## src/rtl/video_line_fetch_ctrl.sv

```systemverilog
// video_line_fetch_ctrl: ping-pong line buffer fetch scheduler.
// Ports: pixel_clk/rst_n, enable, frame_start/line_start timing pulses,
// mem_req/mem_addr/mem_ack/mem_rvalid burst read port,
// lb_wr_en/lb_wr_bank/lb_wr_addr line buffer writes,
// disp_bank, underrun/underrun_clr, busy.
module video_line_fetch_ctrl #(
  parameter int H_ACTIVE    = 640,
  parameter int V_ACTIVE    = 480,
  parameter int BURST_LEN   = 16,
  parameter int ADDR_W      = 24,
  parameter int FB_BASE     = 0,
  parameter int LINE_STRIDE = 640
) (
  input  logic              pixel_clk,
  input  logic              rst_n,
  input  logic              enable,
  input  logic              frame_start,
  input  logic              line_start,
  output logic              mem_req,
  output logic [ADDR_W-1:0] mem_addr,
  input  logic              mem_ack,
  input  logic              mem_rvalid,
  output logic              lb_wr_en,
  output logic              lb_wr_bank,
  output logic [9:0]        lb_wr_addr,
  output logic              disp_bank,
  output logic              underrun,
  input  logic              underrun_clr,
  output logic              busy
);

  localparam int NB  = H_ACTIVE / BURST_LEN;
  localparam int BIW = (NB > 1) ? $clog2(NB) : 1;
  localparam int BW  = (BURST_LEN > 1) ? $clog2(BURST_LEN) : 1;
  localparam int YW  = (V_ACTIVE > 1) ? $clog2(V_ACTIVE) : 1;
  localparam int AW  = ADDR_W + 32;

  typedef enum logic [1:0] {IDLE, REQ, DATA} state_t;

  state_t          state;
  logic [YW-1:0]   y;
  logic [YW-1:0]   pend_line;
  logic            pend_bank;
  logic            pending;
  logic            primed;
  logic [BIW-1:0]  burst_idx;
  logic [BW-1:0]   beat_cnt;

  logic [YW-1:0]   y_eff;
  logic            y_last;
  logic [YW-1:0]   sched_line;
  logic            sched;
  logic            sched_busy;
  logic            burst_end;
  logic            last_burst;
  logic            have_pend;
  logic            start_go;
  logic [YW-1:0]   start_line;
  logic            start_bank;

  function automatic logic [ADDR_W-1:0] line_addr(
    input logic [YW-1:0] ln
  );
    logic [AW-1:0] a;
    a = AW'(FB_BASE) + AW'(ln) * AW'(LINE_STRIDE);
    return a[ADDR_W-1:0];
  endfunction

  assign busy     = (state != IDLE);
  assign lb_wr_en = mem_rvalid && (state == DATA);

  // frame_start clears y before the coinciding line_start uses it
  always_comb begin
    y_eff      = frame_start ? '0 : y;
    y_last     = (y_eff == YW'(V_ACTIVE - 1));
    sched_line = y_last ? '0 : y_eff + YW'(1);
    sched      = line_start && enable && primed;
    sched_busy = sched && (state != IDLE);
    burst_end  = (state == DATA) && mem_rvalid &&
                 (beat_cnt == BW'(BURST_LEN - 1));
    last_burst = (burst_idx == BIW'(NB - 1));
    have_pend  = pending || sched_busy;
  end

  // a line fetch begins from idle or replaces an overrun fetch
  always_comb begin
    start_go   = 1'b0;
    start_line = '0;
    start_bank = 1'b0;
    unique case (1'b1)
      (state == IDLE) && enable && sched: begin
        start_go   = 1'b1;
        start_line = sched_line;
        start_bank = ~y_eff[0];
      end
      (state == IDLE) && enable && !primed: begin
        start_go   = 1'b1;
      end
      burst_end && enable && have_pend: begin
        start_go   = 1'b1;
        start_line = sched ? sched_line : pend_line;
        start_bank = sched ? ~y_eff[0] : pend_bank;
      end
      default: ;
    endcase
  end

  always_ff @(posedge pixel_clk or negedge rst_n) begin
    if (!rst_n) begin
      state      <= IDLE;
      mem_req    <= 1'b0;
      mem_addr   <= '0;
      lb_wr_bank <= 1'b0;
      lb_wr_addr <= '0;
      disp_bank  <= 1'b0;
      underrun   <= 1'b0;
      pending    <= 1'b0;
      pend_line  <= '0;
      pend_bank  <= 1'b0;
      primed     <= 1'b0;
      y          <= '0;
      burst_idx  <= '0;
      beat_cnt   <= '0;
    end else begin
      if (frame_start)
        y <= '0;
      if (line_start) begin
        disp_bank <= y_eff[0];
        y         <= y_last ? y_eff : y_eff + YW'(1);
      end
      if (sched_busy)
        underrun <= 1'b1;
      else if (underrun_clr)
        underrun <= 1'b0;
      if (sched_busy) begin
        pending   <= 1'b1;
        pend_line <= sched_line;
        pend_bank <= ~y_eff[0];
      end
      unique case (state)
        IDLE: begin
          if (!enable) begin
            primed  <= 1'b0;
            pending <= 1'b0;
          end
        end
        REQ: begin
          if (mem_ack) begin
            mem_req <= 1'b0;
            state   <= DATA;
          end else if (!enable) begin
            mem_req    <= 1'b0;
            state      <= IDLE;
            primed     <= 1'b0;
            pending    <= 1'b0;
            lb_wr_addr <= '0;
          end
        end
        DATA: begin
          if (mem_rvalid) begin
            lb_wr_addr <= lb_wr_addr + 10'd1;
            beat_cnt   <= beat_cnt + BW'(1);
          end
          if (burst_end) begin
            beat_cnt <= '0;
            if (!enable) begin
              state      <= IDLE;
              primed     <= 1'b0;
              pending    <= 1'b0;
              lb_wr_addr <= '0;
            end else if (have_pend) begin
              state <= REQ;
            end else if (!last_burst) begin
              burst_idx <= burst_idx + BIW'(1);
              mem_addr  <= mem_addr + ADDR_W'(BURST_LEN);
              mem_req   <= 1'b1;
              state     <= REQ;
            end else begin
              state      <= IDLE;
              primed     <= 1'b1;
              lb_wr_addr <= '0;
            end
          end
        end
        default: state <= IDLE;
      endcase
      if (start_go) begin
        state      <= REQ;
        mem_req    <= 1'b1;
        mem_addr   <= line_addr(start_line);
        lb_wr_bank <= start_bank;
        lb_wr_addr <= '0;
        burst_idx  <= '0;
        beat_cnt   <= '0;
        pending    <= 1'b0;
      end
    end
  end

endmodule

```

## config.mk

```make
export PLATFORM = sky130hd
export DESIGN_NAME = video_line_fetch_ctrl
export DESIGN_NICKNAME = d
export VERILOG_FILES = /design/src/rtl/video_line_fetch_ctrl.sv
export SDC_FILE = /design/constraint.sdc
export NUM_CORES = 1
export LEC_CHECK = 0
export ABC_AREA = 1
export ABC_CLOCK_PERIOD_IN_PS = 6200
export CAP_MARGIN = 5
export CORE_ASPECT_RATIO = 1.2
export CORE_UTILIZATION = 45
export CTS_BUF_LIST = sky130_fd_sc_hd__clkbuf_8
export CTS_CLUSTER_SIZE = 14
export DETAILED_ROUTE_END_ITERATION = 6
export PLACE_DENSITY = 0.66
export SETUP_SLACK_MARGIN = 0.4
export SLEW_MARGIN = 5
export SYNTH_ARGS = -nofsm -noshare
export SYNTH_HDL_FRONTEND = slang
export SYNTH_SLANG_ARGS = --single-unit
```

## constraint.sdc

```tcl
create_clock -name pixel_clk -period 6.2 [get_ports pixel_clk]
set_clock_uncertainty 0.1 [all_clocks]
set_input_delay 0.62 -clock pixel_clk [delete_from_list [all_inputs] [get_ports pixel_clk]]
set_output_delay 0.62 -clock pixel_clk [all_outputs]
set_load 0.01 [all_outputs]
```

==> run metrics <==
Ports=48; Starting Density=46.2%; Arr. time, crit path=4.18 ns; RSZ-0062 raised after global routing=false; XOR/XNOR share of the synthesized area=4.40%; Final ANT Viol Nets=0; Max Slew Vio Count=0; IO Port Bufs=43; most common cell in the synthesized netlist=nand2_1; Mapped Cells=578; mux share of post-synthesis cell area=0%; ys flop type=dfrtp_1; syn_area_per_cell=7.57 um^2; area fraction in compound gates after synthesis=12.1%; total routed wirelength=10.2 mm; Synth Warn #=0; placed insts=733; status=finished, final reports clean; CTS tree=done; initial antenna violation count=0; area leader, netlist=dfrtp_1; via/cell ratio=5.34; Reg clk slew, reported paths=0.06 ns; Final nets=650; ANT cells=0; Reg2Reg Setup Slack=2.54 ns; first-pass GRT wire length=17.4 mm; async set-reset flop share out of synthesis=100%; CP endpoint kind=register; reg2reg start=state[0]; worst skew pair latency=0.35 ns; Finished Layout Cells=746; Top Layer Used=met4; global route overflow=0; Tcrit/Tclk final=65.4%; hold buffers post-CTS=0; clock sink count=67; Die ar.=10100 um^2; largest family of logic cells by synthesized area=simple AND/OR/NAND/NOR gates; max incr delay on CP=0.61 ns; required time of the worst setup path=6.33 ns; Longest Clk Path Bufs=2; Tot GR Track Use=21.7%; worst reg-to-reg path cell count=15; vias in the first global route=3836; Fin. Hold Viols=0; main area contributors after synthesis=dfrtp_1 (38%), nand2_1 (12%), nand3_1 (5.8%); layout cells sized above 1=6.58%; crit-path cells=clkdlybuf4s50_1, inv_2, nor2_4, nand2_4, nand2_4, nand2_4, nand2_1, o211ai_1, xor2_1, ha_1, fa_1, nand4_1, nand3_1, or2_2, nand3_1, a21oi_1; Starting DRT DRC Count=189; area grow syn2layout=15.9%; worst-path fanout max=19; Slowest-stage cell, CP=clkdlybuf4s50_1; 1st-pass router iterations=4; total CTS buffers=9; EDFF count, synth=0; number of vias after detailed routing=3981; M1 WL=4.79 mm; Synth Area in Simple Gates=31.3%; WL met2=4.85 mm; Max IR drop VDD=170 uV; fillcell total=935; Max Clk Rate=247 MHz; Post-CTS Setup Bufs=0; cell mode on critical path=nand2_4; largest net degree at the start of global routing=68; Yosys reg bits=67; Slew HR=41.2%; # setup viols final=0; Commonest cells post-synth=nand2_1 (135), dfrtp_1 (67), inv_1 (59), nor2_1 (59), nand3_1 (51); H-tree levels=3; post-synth top area share=38.3%; worst r2r dst=mem_addr[16]; FP Rows=39; Synth cell types=50; hold crit path type=input pin to async pin; Root Driver=clkbuf_8; post-synthesis sequential area ratio=38.3%; Startpoint Class=input pin; Post-Syn Area=4380 um^2; Final min period=4.05 ns; CP Class=input pin to register; Worst Tran Pin Value=0.881 ns; total core area=9470 um^2; gpl congestion=0.903; Pleak=2.38 nW; CTS resizes=0; FF+latch area=1680 um^2; WHS=0.363 ns; area of the multi-input gates=2380 um^2; adder-cell share of the synthesized area=6.17%; DRC=0; DR WL met3=318 um; DIE HEIGHT=110 um; Final HPWL DP=7.50 mm; WL per Instance=13.6 um; sum of negative setup slack=0 ns; pwr dens=291 nW/um^2; Die W=92.0 um; max cap viols=0
[cell families (layout without fill, tap and decap cells)]
family | count (synthesis) | count (layout)
xor gates and xnor gates | 22 | 22
adders and majority gates | 21 | 21
buffers and inverters | 78 | 120
and+or+nand+nor | 297 | 297
AOI/OAI and AO/OA | 92 | 92
other | 1 | 4
DFF | 67 | 67
[how the worst max path moves through the flow]
stage	start	to
after floorplan	frame_start	mem_addr[16]
after global placement	line_start	mem_addr[15]
after detailed placement	line_start	mem_addr[15]
after CTS	line_start	mem_addr[15]
after global routing	line_start	mem_addr[15]
final	line_start	mem_addr[16]
[worst max-delay path, delay by kind of cell]
kind	cells	cell delay, ns
fa+ha+maj	2	0.69
compound gates	2	0.32
simple gates	9	1.55
buf+inv	2	0.78
xor+xnor	1	0.21
[cells in the final DEF, fill, tap and decap left out, drive strengths merged, types with 5 or more instances in the layout]
cell,n
clkbuf,11
o21ai,44
nor2,62
inv,63
nand4,10
nand2,143
xor2,16
nand3,55
ha,20
xnor2,6
a21oi,22
nor3,18
or2,5
clkdlybuf4s50,42
dfrtp,67
[where the power goes]
part / leakage (nW) / total [mW] / switching (mW) / internal, mW
combinational: 1.38 / 0.540 / 0.338 / 0.202
clock: 0.0934 / 0.363 / 0.162 / 0.201
sequential: 0.907 / 0.573 / 0.0690 / 0.504
[per-layer routing]
metal	global-route usage, %	vias up
li1	-	1998
met1	28.0	1889
met2	35.7	76
met3	2.81	18
met4	11.4	0
met5	0	-
[registers in the layout (all words and copies together), names as in the netlist]
register and cells:
pending 1, pend_bank 1, mem_addr 20, pend_line 9, lb_wr_bank 1, burst_idx 6
lb_wr_addr 10, beat_cnt 4, mem_req 1, y 9, primed 1, underrun 1
disp_bank 1, state 2
[metrics by stage]
stage / instance area (um^2) / worst slack, ns / util [%] / power [mW]
floorplan: 4390 / 3.00 / - / 0.947
global placement: 4880 / 1.73 / 51.6 / 1.11
detailed placement: 4880 / 1.76 / 51.6 / 1.12
CTS: 5070 / 2.12 / 53.6 / 1.49
global route: 5070 / 1.72 / 53.6 / 1.58
finish: 5070 / 2.15 / 53.6 / 1.48
[area by class of cell]
class	instances	share of cell area (%)
inverter	63	4.71
sequential	67	33.1
clock buffer	11	2.98
clock inverter	2	0.740
timing repair buffer	44	8.53
tap	123	3.03
multi-input combinational	436	46.9
Note: power is estimated with default switching activity, not from simulation.
